<file path="src/rtl/wb_port_arbiter.sv">
// rtl/wb_port_arbiter.sv - writeback register-file port arbiter between pipeline and mul/div unit
// Pipeline writes always win; a mul/div result waits in a one-entry buffer and forces a stall once starved.
module wb_port_arbiter #(
  parameter int STARVE_LIMIT = 4
) (
  input  logic        clk,
  input  logic        rst,
  input  logic        RegWrite,
  input  logic        MemtoReg,
  input  logic [31:0] MemoryData,
  input  logic [31:0] ALUResult,
  input  logic [4:0]  RegWriteAdd,
  input  logic        MD_Valid,
  input  logic [31:0] MD_Data,
  input  logic [4:0]  MD_WriteAdd,
  output logic        MD_Ready,
  output logic        RF_WE,
  output logic [4:0]  RF_WriteAdd,
  output logic [31:0] RF_WriteData,
  output logic        Pipe_Stall
);

  typedef enum logic [1:0] {IDLE, HELD, STARVED} state_t;

  localparam logic [3:0] LIMIT = 4'(STARVE_LIMIT);

  state_t      state, stateNext;
  logic [4:0]  bufAdd, bufAddNext;
  logic [31:0] bufData, bufDataNext;
  logic [3:0]  waitCnt, waitCntNext;

  logic bufValid, slotActive, accept, keep;

  assign bufValid   = (state != IDLE);
  assign slotActive = RegWrite && (RegWriteAdd != 5'd0);
  assign MD_Ready   = !rst && !bufValid;
  assign Pipe_Stall = !rst && (state == STARVED);
  assign accept     = MD_Valid && MD_Ready;
  // A result aimed at r0 or at the register the pipeline writes this cycle is already stale.
  assign keep       = accept && (MD_WriteAdd != 5'd0) &&
                      !(slotActive && (MD_WriteAdd == RegWriteAdd));

  always_comb begin
    RF_WE        = 1'b0;
    RF_WriteAdd  = 5'd0;
    RF_WriteData = 32'd0;
    if (!rst) begin
      if (slotActive) begin
        RF_WE        = 1'b1;
        RF_WriteAdd  = RegWriteAdd;
        RF_WriteData = MemtoReg ? MemoryData : ALUResult;
      end else if (bufValid && (bufAdd != 5'd0)) begin
        RF_WE        = 1'b1;
        RF_WriteAdd  = bufAdd;
        RF_WriteData = bufData;
      end
    end
  end

  always_comb begin
    stateNext   = state;
    bufAddNext  = bufAdd;
    bufDataNext = bufData;
    waitCntNext = waitCnt;
    case (state)
      IDLE: begin
        if (keep) begin
          stateNext   = HELD;
          bufAddNext  = MD_WriteAdd;
          bufDataNext = MD_Data;
          waitCntNext = 4'd0;
        end
      end
      HELD, STARVED: begin
        // Either the port was free (drain) or the pipeline overwrote the same register (supersede).
        if (!slotActive || (RegWriteAdd == bufAdd)) begin
          stateNext   = IDLE;
          bufAddNext  = 5'd0;
          bufDataNext = 32'd0;
          waitCntNext = 4'd0;
        end else if (state == HELD) begin
          waitCntNext = waitCnt + 4'd1;
          if (waitCnt + 4'd1 >= LIMIT) begin
            stateNext = STARVED;
          end
        end
      end
      default: begin
        stateNext   = IDLE;
        bufAddNext  = 5'd0;
        bufDataNext = 32'd0;
        waitCntNext = 4'd0;
      end
    endcase
  end

  always_ff @(posedge clk or posedge rst) begin
    if (rst) begin
      state   <= IDLE;
      bufAdd  <= 5'd0;
      bufData <= 32'd0;
      waitCnt <= 4'd0;
    end else begin
      state   <= stateNext;
      bufAdd  <= bufAddNext;
      bufData <= bufDataNext;
      waitCnt <= waitCntNext;
    end
  end

endmodule

</file>
<file path="config.mk">
export PLATFORM = sky130hd
export DESIGN_NAME = wb_port_arbiter
export DESIGN_NICKNAME = d
export VERILOG_FILES = /design/src/rtl/wb_port_arbiter.sv
export SDC_FILE = /design/constraint.sdc
export NUM_CORES = 1
export LEC_CHECK = 0
export BUFFER_PORTS_ARGS = -buffer_cell sky130_fd_sc_hd__clkbuf_2
export CORE_MARGIN = 4
export CORE_UTILIZATION = 42
export CTS_CLUSTER_DIAMETER = 50
export DETAILED_ROUTE_END_ITERATION = 10
export PLACE_DENSITY = 0.77
export SLEW_MARGIN = 30
export SYNTH_ARGS = -nofsm -noshare
export SYNTH_HDL_FRONTEND = slang
export SYNTH_SLANG_ARGS = --single-unit
</file>
<file path="constraint.sdc">
create_clock -name clk -period 2.9 [get_ports clk]
set_input_delay 0.58 -clock clk [delete_from_list [all_inputs] [get_ports clk]]
set_output_delay 0.58 -clock clk [all_outputs]
set_load 0.02 [all_outputs]
</file>
==> flow_summary_export.csv, run 1 <==
group,metric,value,unit
sta,setup_tns,0,ps
sta,min_period,2790,ps
die,coreArea,7210,sq um
logic_synthesis,synth_adder_area_share,2.42,%
power_and_ir_drop,p_per_area,695,nW/um^2
cts,insertion_delay,290,ps
placed_design,portBuffers,150,
critical_path,crit_fanout,20,
global_routing,grt_max_degree,37,
cts,cts_resized,0,
route,wl_per_cell,14.7,um
sta,fmax,359,MHz
logic_synthesis,yosys_warnings,0,
route,wirelength_met1,3.75,mm
layout,fill_cells,694,
route,drc_errors,0,
power_and_ir_drop,leakage,2.23,nW
die,io_pins,151,
cts,clk_path_buf_depth,2,
sta,holdWs,269,ps
critical_path,required,2320,ps
cts,cts_buffers,5,
layout,area_delta_synth_final,32.7,%
cts,post_cts_buffers,0,
logic_synthesis,ys_types,38,
die,start_util,43.0,%
global_routing,grt_usage,20.0,%
logic_synthesis,synth.area.mux_share,23.5,%
logic_synthesis,synthCells,349,
sta,relSlewSlack,57.4,%
critical_path,start_kind,"primary input",
logic_synthesis,syn_nets,466,
global_routing,grt_overflow,0,
cts,root_buffer,"clkbuf_8",
logic_synthesis,synthXorXnorAreaFrac,2.83,%
critical_path,setup.worst_path.end_class,"output port",
placed_design,gp_congestion,0.827,
layout,antennaDiodeCount,0,
die,die_h,93.9,um
cts,cts_hold_buf,0,
placed_design,dp_hpwl,6.81,mm
sta,setup_viol,0,
logic_synthesis,synth_seq_cells,43,
critical_path,critPathKind,"in -> out",
cts,clk_pin_slew,80,ps
logic_synthesis,yosys.area_share.simple,13.8,%
sta,worst_pin_slew,633,ps
route,drt_iter0_drc,105,
critical_path,arrival,2210,ps
run_status,status,"complete, no violations",
cts,clock_sinks,43,
route,vias_per_cell,4.98,
sta,fin_skew,6.39,ps
sta,post-route-period-util,96.2,%
power_and_ir_drop,irDropWorstVdd,0.000420,V
sta,rsz0062_at_grt,"no",
route,wl_met2,4.33,mm
layout,drive_above_1_share,40.3,%
flow_run,maxCapViolCount,0,
logic_synthesis,synth_top_family_by_area,"multiplexers",
logic_synthesis,synth_seq_area_share,34.7,%
route,routed_wl,8.75,mm
cts,ctsHtreeMaxLevel,2,
route,num_vias,2961,
die,dieArea,8820,sq um
logic_synthesis,avgSynthCellArea,8.88,sq um
route,first_pass_iters,4,
cts,cts_tree,"yes",
hold_path,hold_class,"in -> async",
layout,fin_nets,613,
sta,drv_slew,0,
power_and_ir_drop,total_power,2.86,mW
layout,multi_input_area,1760,sq um
sta,hold_viol,0,
route,drtAntennaViolNets,0,
global_routing,antenna_found_initial,0,
route,top_layer,"met4",
die,rows,31,
global_routing,first_global_vias,3043,
logic_synthesis,synth-compound-area-share,14.0,%
global_routing,grt_pass1_wl,14.0,mm
route,route.met3.wl,611,um
logic_synthesis,syn_area,3100,sq um
die,chipWidth,93.9,um
layout,regArea,1080,sq um
## cell families (layout without fill, tap and decap cells)
group                      count (synthesis)  count (layout)
buffers and inverters                     66             213
DFF                                       43              43
adders and majority gates                  6               6
and+or+nand+nor                          101             101
AOI/OAI and AO/OA                         53              53
xor gates and xnor gates                  10              10
muxes                                     70              70
## state kept, by name, summed over array words and instances, names as in the netlist
| register | count |
|---|---|
| bufAdd | 5 |
| bufData | 32 |
| state | 2 |
| waitCnt | 4 |
## layout make-up
| cell class | instances | share of cell area (%) |
|---|---|---|
| multi-input combinational | 240 | 42.8 |
| clock buffer | 6 | 1.77 |
| timing repair buffer | 163 | 21.5 |
| inverter | 43 | 4.02 |
| sequential | 43 | 26.2 |
| tap | 99 | 3.01 |
| clock inverter | 1 | 0.730 |
## critical path, cell delays in order
cell and delay (ps):
clkbuf_2 90, or4_1 510, o21a_2 250, nor2_2 210
buf_12 190, a22oi_1 80, nor2_1 120, clkbuf_2 190
## cells in the final DEF, fill, tap and decap left out, types with 10 or more instances in the layout
cell      instances
dfrtp_1          43
mux2i_1          49
inv_1            42
mux2_2           21
clkbuf_2        150
buf_4            10
a211oi_1         12
nand2_1          43
nor2_1           39
a22oi_1          22
## stage by stage
stage	std cells	utilization, %	instance area, sq um	setup WS (ps)
CTS	595	57.0	4110	116
global route	595	57.0	4110	14.2
finish	595	57.0	4110	111
global placement	588	55.6	4010	164
floorplan	349	-	3110	3.94
detailed placement	588	55.6	4010	129
## cells in the mapped netlist
library cell,number,area (sq um)
ha_1,6,75.1
mux2_2,21,236
inv_1,43,161
nand3_1,2,10.0
dfrtp_1,43,1080
nor3_1,1,5.00
o21ai_0,2,10.0
buf_2,2,10.0
a32oi_4,1,27.5
and2b_1,1,7.51
mux2i_1,49,490
a21o_1,1,7.51
buf_6,3,33.8
a31o_2,1,8.76
nor4_1,1,6.26
nand2_4,1,11.3
nand4_1,1,6.26
xor2_1,6,52.6
o311ai_2,1,16.3
nor2b_1,4,25.0
a32o_1,3,30.0
or4_1,2,15.0
xnor2_1,4,35.0
o22ai_1,1,6.26
nor2_1,40,150
a211oi_1,12,90.1
nand2b_1,1,6.26
clkbuf_1,18,67.6
o21ai_1,1,5.00
a21oi_1,1,5.00
o21a_2,1,8.76
a22o_1,1,8.76
a22oi_1,22,165
o31a_1,3,26.3
and2_1,3,18.8
o221a_2,1,11.3
o211ai_1,1,7.51
nand2_1,44,165
## power by group
part,internal [mW],switching [mW]
combinational,0.619,0.818
sequential,0.822,0.149
clock,0.253,0.196
## metal layers
layer	GRT usage, %	vias to the layer above
met1	24.9	1374
met5	0	-
met3	4.25	6
met4	5.17	0
met2	34.8	111
li1	-	1470
## worst paths after layout
| path | cells past startpoint | start | end | slack (ps) |
|---|---|---|---|---|
| worst max-delay path | 8 | RegWriteAdd[1] | RF_WriteAdd[4] | 110 |
| worst min-delay path | 2 | rst | bufAdd[2] | 270 |
| worst max register to register | 8 | state[0] | bufData[24] | 700 |
| worst min register to register | 2 | bufData[25] | bufData[25] | 520 |
| max in group asynchronous | 3 | rst | bufData[19] | 1930 |
| min in group clk | 3 | MD_Data[10] | bufData[10] | 510 |
No activity file was read; power rests on OpenSTA's default activity.
==> inputs of run 2 (changes only) <==
RECOVER_POWER = 100   (was not set)
==> flow_summary_export.csv, run 2 (same netlist as run 1, synthesis figures left out) <==
group,metric,value,unit
global_routing,grt_pass1_wl,14.0,mm
critical_path,critPathKind,"in -> out",
critical_path,rrSetupSlack,570,ps
die,start_util,43.0,%
cts,clk_path_buf_depth,2,
critical_path,crit_path_top_delay_cell,"or4_1",
die,io_pins,151,
critical_path,crit_chain,"clkbuf_2 > or4_1 > o21a_2 > buf_8 > o31a_1 > nor2_1 > clkbuf_1",
die,die_h,93.9,um
layout,fin_cells,595,
critical_path,required,2320,ps
cts,post_cts_buffers,0,
layout,antennaDiodeCount,0,
power_and_ir_drop,leakage,2.17,nW
power_and_ir_drop,irDropWorstVdd,0.000413,V
placed_design,dpl.cell_count,588,
cts,root_buffer,"clkbuf_8",
placed_design,gp_congestion,0.827,
route,drc_errors,0,
sta,fmax,358,MHz
route,vias_per_cell,4.97,
sta,fin_skew,5.38,ps
die,dieArea,8820,sq um
layout,drive_above_1_share,36.7,%
layout,mostFrequentLayoutCell,"clkbuf_2",
critical_path,crit_fanout,36,
route,wl_met2,4.33,mm
layout,fin_nets,613,
critical_path,start_kind,"primary input",
sta,hold_viol,0,
cts,clk_pin_slew,80,ps
die,coreArea,7210,sq um
route,wl_per_cell,14.6,um
sta,rsz0062_at_grt,"no",
critical_path,critPathTopFamily,"simple AND/OR/NAND/NOR gates",
die,rows,31,
global_routing,grt_max_degree,37,
layout,mostFrequentLayoutCells,"clkbuf_2, mux2i_1, nand2_1, dfrtp_1, inv_1",
layout,top_regs,"bufData: 32 flops, bufAdd: 5 flops, waitCnt: 4 flops",
layout,area_delta_synth_final,31.0,%
route,route.met3.wl,637,um
critical_path,setup.worst_path.end_class,"output port",
sta,setup_tns,0,ps
cts,cts_resized,0,
sta,worst_pin_slew,1680,ps
critical_path,path_depth,7,
global_routing,grt_overflow,0,
sta,post-route-period-util,96.4,%
route,drtAntennaViolNets,0,
sta,drv_slew,31,
layout,fin_util,56.3,%
cts,clock_sinks,43,
route,drt_iter0_drc,77,
layout,largest_reg_flops,32,
placed_design,dp_hpwl,6.81,mm
route,routed_wl,8.71,mm
placed_design,place_area,4010,sq um
placed_design,portBuffers,150,
route,num_vias,2959,
sta,setup_viol,0,
global_routing,grt_usage,20.0,%
hold_path,hold_class,"in -> async",
cts,ctsHtreeMaxLevel,2,
power_and_ir_drop,p_per_area,695,nW/um^2
run_status,violations,"max-capacitance violations, max-slew violations",
layout,final_cell_area,4060,sq um
global_routing,antenna_found_initial,0,
cts,cts_hold_buf,0,
cts,insertion_delay,290,ps
sta,relSlewSlack,-11.7,%
sta,min_period,2800,ps
die,chipWidth,93.9,um
power_and_ir_drop,total_power,2.82,mW
cts,cts_tree,"yes",
layout,regMostFlops,"bufData",
global_routing,first_global_vias,3043,
cts,cts_buffers,5,
route,top_layer,"met4",
critical_path,arrival,2220,ps
critical_path,slowest_delay,510,ps
flow_run,maxCapViolCount,1,
critical_path,worst-path-buf-inv,3,
route,first_pass_iters,4,
route,wirelength_met1,3.68,mm
run_status,status,"complete, but fails checks",
critical_path,ff2ff_path_depth,8,
run 2: changes by cell type in the layout (fill, tap and decap cells not counted), moves of 2 or more:
cell / delta
clkbuf_1: +17
clkbuf_2: -14
clkbuf_4: +2
buf_4: -5
run 2: area by class of cell:
| class | instances | area (sq um) |
|---|---|---|
| multi-input combinational | 240 | 1740 |
| timing repair buffer | 163 | 852 |
| fill | 704 | 3160 |
| tap | 99 | 124 |
| inverter | 43 | 165 |
| clock inverter | 1 | 30.0 |
| sequential | 43 | 1080 |
| clock buffer | 6 | 72.6 |
run 2: through the flow:
step	hold slack, ps	setup WS [ps]
after detailed placement	515	129
after global routing	316	17.9
final	283	104
after floorplan	498	3.94
after global placement	509	164
after CTS	264	116
run 2: where the power goes:
group          internal, mW  total [mW]  switching [mW]  leakage [nW]
combinational         0.594        1.40           0.807          1.56
sequential            0.822       0.971           0.149         0.558
clock                 0.253       0.450           0.197        0.0513
total                  1.67        2.82            1.15          2.17
run 2: per-layer routing:
| metal | up-vias | GRT usage, % |
|---|---|---|
| li1 | 1469 | - |
| met1 | 1366 | 24.9 |
| met2 | 118 | 34.8 |
| met3 | 6 | 4.25 |
| met4 | 0 | 5.17 |
| met5 | - | 0 |
run 2: path summary, 6_finish.rpt:
kind / startpoint / end
max: RegWriteAdd[1] / RF_WriteAdd[1]
min: rst / bufAdd[2]
max reg2reg: state[0] / bufData[18]
min reg2reg: bufData[28] / bufData[28]
max in group asynchronous: rst / bufData[19]
min in group clk: MD_Data[10] / bufData[10]
==> inputs of run 3 (changes only) <==
CORE_UTILIZATION = 43   (was 42)
CTS_BUF_LIST = sky130_fd_sc_hd__clkbuf_4 sky130_fd_sc_hd__clkbuf_8   (was not set)
PLACE_DENSITY = 0.78   (was 0.77)
==> flow_summary_export.csv, run 3 (same netlist as run 1, synthesis figures left out) <==
group,metric,value,unit
route,drt_iter0_drc,96,
flow_run,maxCapViolCount,0,
cts,cts_buffers,5,
critical_path,r2r-end,"bufAdd[2]",
die,rows,30,
power_and_ir_drop,total_power,2.77,mW
layout,drive_above_1_share,35.9,%
layout,top_regs,"bufData: 32 flops, bufAdd: 5 flops, waitCnt: 4 flops",
global_routing,grt_overflow,0,
power_and_ir_drop,irDropWorstVdd,0.000299,V
die,dieArea,8630,sq um
run_status,status,"complete, no violations",
global_routing,grt_usage,19.1,%
critical_path,start_kind,"primary input",
critical_path,rrSetupSlack,550,ps
layout,multi_input_area,1740,sq um
sta,finalWorstSetupSlack,123,ps
route,vias_per_cell,4.97,
critical_path,arrival,2200,ps
sta,post-route-period-util,95.8,%
critical_path,required,2320,ps
layout,antennaDiodeCount,0,
die,die_h,92.9,um
route,wl_per_cell,14.1,um
layout,largest_reg_flops,32,
placed_design,portBuffers,150,
cts,post_cts_buffers,0,
placed_design,dp_hpwl,6.72,mm
die,coreArea,6910,sq um
sta,worst_pin_slew,1440,ps
sta,holdWs,518,ps
cts,clk_path_buf_depth,2,
cts,cts_hold_buf,0,
power_and_ir_drop,p_per_area,682,nW/um^2
critical_path,ff2ff_path_depth,8,
hold_path,hold_path_depth,3,
critical_path,critPathKind,"in -> out",
layout,mostFrequentLayoutCell,"clkbuf_2",
sta,hold_viol,0,
sta,relSlewSlack,3.71,%
critical_path,r2r_start,"state[0]",
layout,mostFrequentLayoutCells,"clkbuf_2, mux2i_1, nand2_1, dfrtp_1, inv_1",
placed_design,dp_slack,118,ps
hold_path,min_to,"bufData[14]",
placed_design,gp_congestion,0.849,
sta,rsz0062_at_grt,"no",
critical_path,setup.worst_path.end_class,"output port",
cts,root_buffer,"clkbuf_8",
critical_path,crit_fanout,26,
route,drc_errors,0,
cts,ctsHtreeMaxLevel,2,
cts,clock_sinks,43,
route,drtAntennaViolNets,0,
cts,clk_pin_slew,70,ps
layout,regArea,1080,sq um
layout,fin_nets,613,
route,routed_wl,8.36,mm
hold_path,hold_class,"in -> reg",
sta,setup_viol,0,
cts,cts_resized,0,
layout,area_delta_synth_final,31.2,%
sta,min_period,2780,ps
die,io_pins,151,
cts,insertion_delay,280,ps
sta,setup_tns,0,ps
hold_path,hold_start,"MD_Data[14]",
global_routing,antenna_found_initial,0,
layout,regMostFlops,"bufData",
route,num_vias,2945,
cts,cts_tree,"yes",
layout,fill_cells,662,
power_and_ir_drop,leakage,2.17,nW
sta,drv_slew,0,
sta,fmax,360,MHz
global_routing,grt_pass1_wl,13.4,mm
die,start_util,44.9,%
layout,fin_util,58.9,%
die,chipWidth,92.9,um
route,first_pass_iters,4,
global_routing,grt_max_degree,33,
global_routing,first_global_vias,2957,
sta,fin_skew,3.30,ps
==> run 3: cell count changes in the layout (fill, tap and decap cells not counted), sizes merged <==
cell,change
clkinv,+1
clkbuf,-2
bufinv,-1
buf,+2
==> run 3: how the worst max path moves through the flow <==
stage                         from                to  slack (ps)  depth (start not counted)
floorplan           RegWriteAdd[1]   RF_WriteData[0]           4                          5
global placement    RegWriteAdd[1]  RF_WriteData[27]         160                          8
detailed placement  RegWriteAdd[1]  RF_WriteData[28]         120                          8
CTS                 RegWriteAdd[1]  RF_WriteData[28]         110                          8
global route        RegWriteAdd[1]  RF_WriteData[28]          20                          8
finish              RegWriteAdd[1]  RF_WriteData[14]         120                          6
==> run 3: cell type report <==
cell class / instances / area share (%)
clock buffers: 6 / 2.03
repair buffers: 163 / 21.6
clock inverters: 1 / 0.123
flip-flops and latches: 43 / 26.5
well taps: 96 / 2.95
inverters: 43 / 4.00
multi-input cells: 240 / 42.8
==> run 3: critical path, stage by stage <==
cell	delay, ps
clkbuf_2	80
or4_1	520
o21a_2	280
buf_12	180
a211oi_1	280
clkbuf_1	270
==> run 3: per-layer routing <==
| layer | routed length [um] | track usage (%) |
|---|---|---|
| met5 | 0 | 0 |
| met1 | 3510 | 23.4 |
| met3 | 579 | 4.39 |
| met4 | 87 | 4.15 |
| met2 | 4190 | 34.2 |
==> run 3: where the power goes <==
group | internal [mW] | switching, mW | total [mW]
registers | 0.822 | 0.150 | 0.972
clock network | 0.187 | 0.188 | 0.375
logic | 0.622 | 0.804 | 1.43
total | 1.63 | 1.14 | 2.77
==> run 3: per-stage QoR <==
step | instances | instance area, sq um
finish | 592 | 4070
floorplan | 349 | 3110
detailed placement | 585 | 4030
global route | 592 | 4070
CTS | 592 | 4120
global placement | 585 | 4030
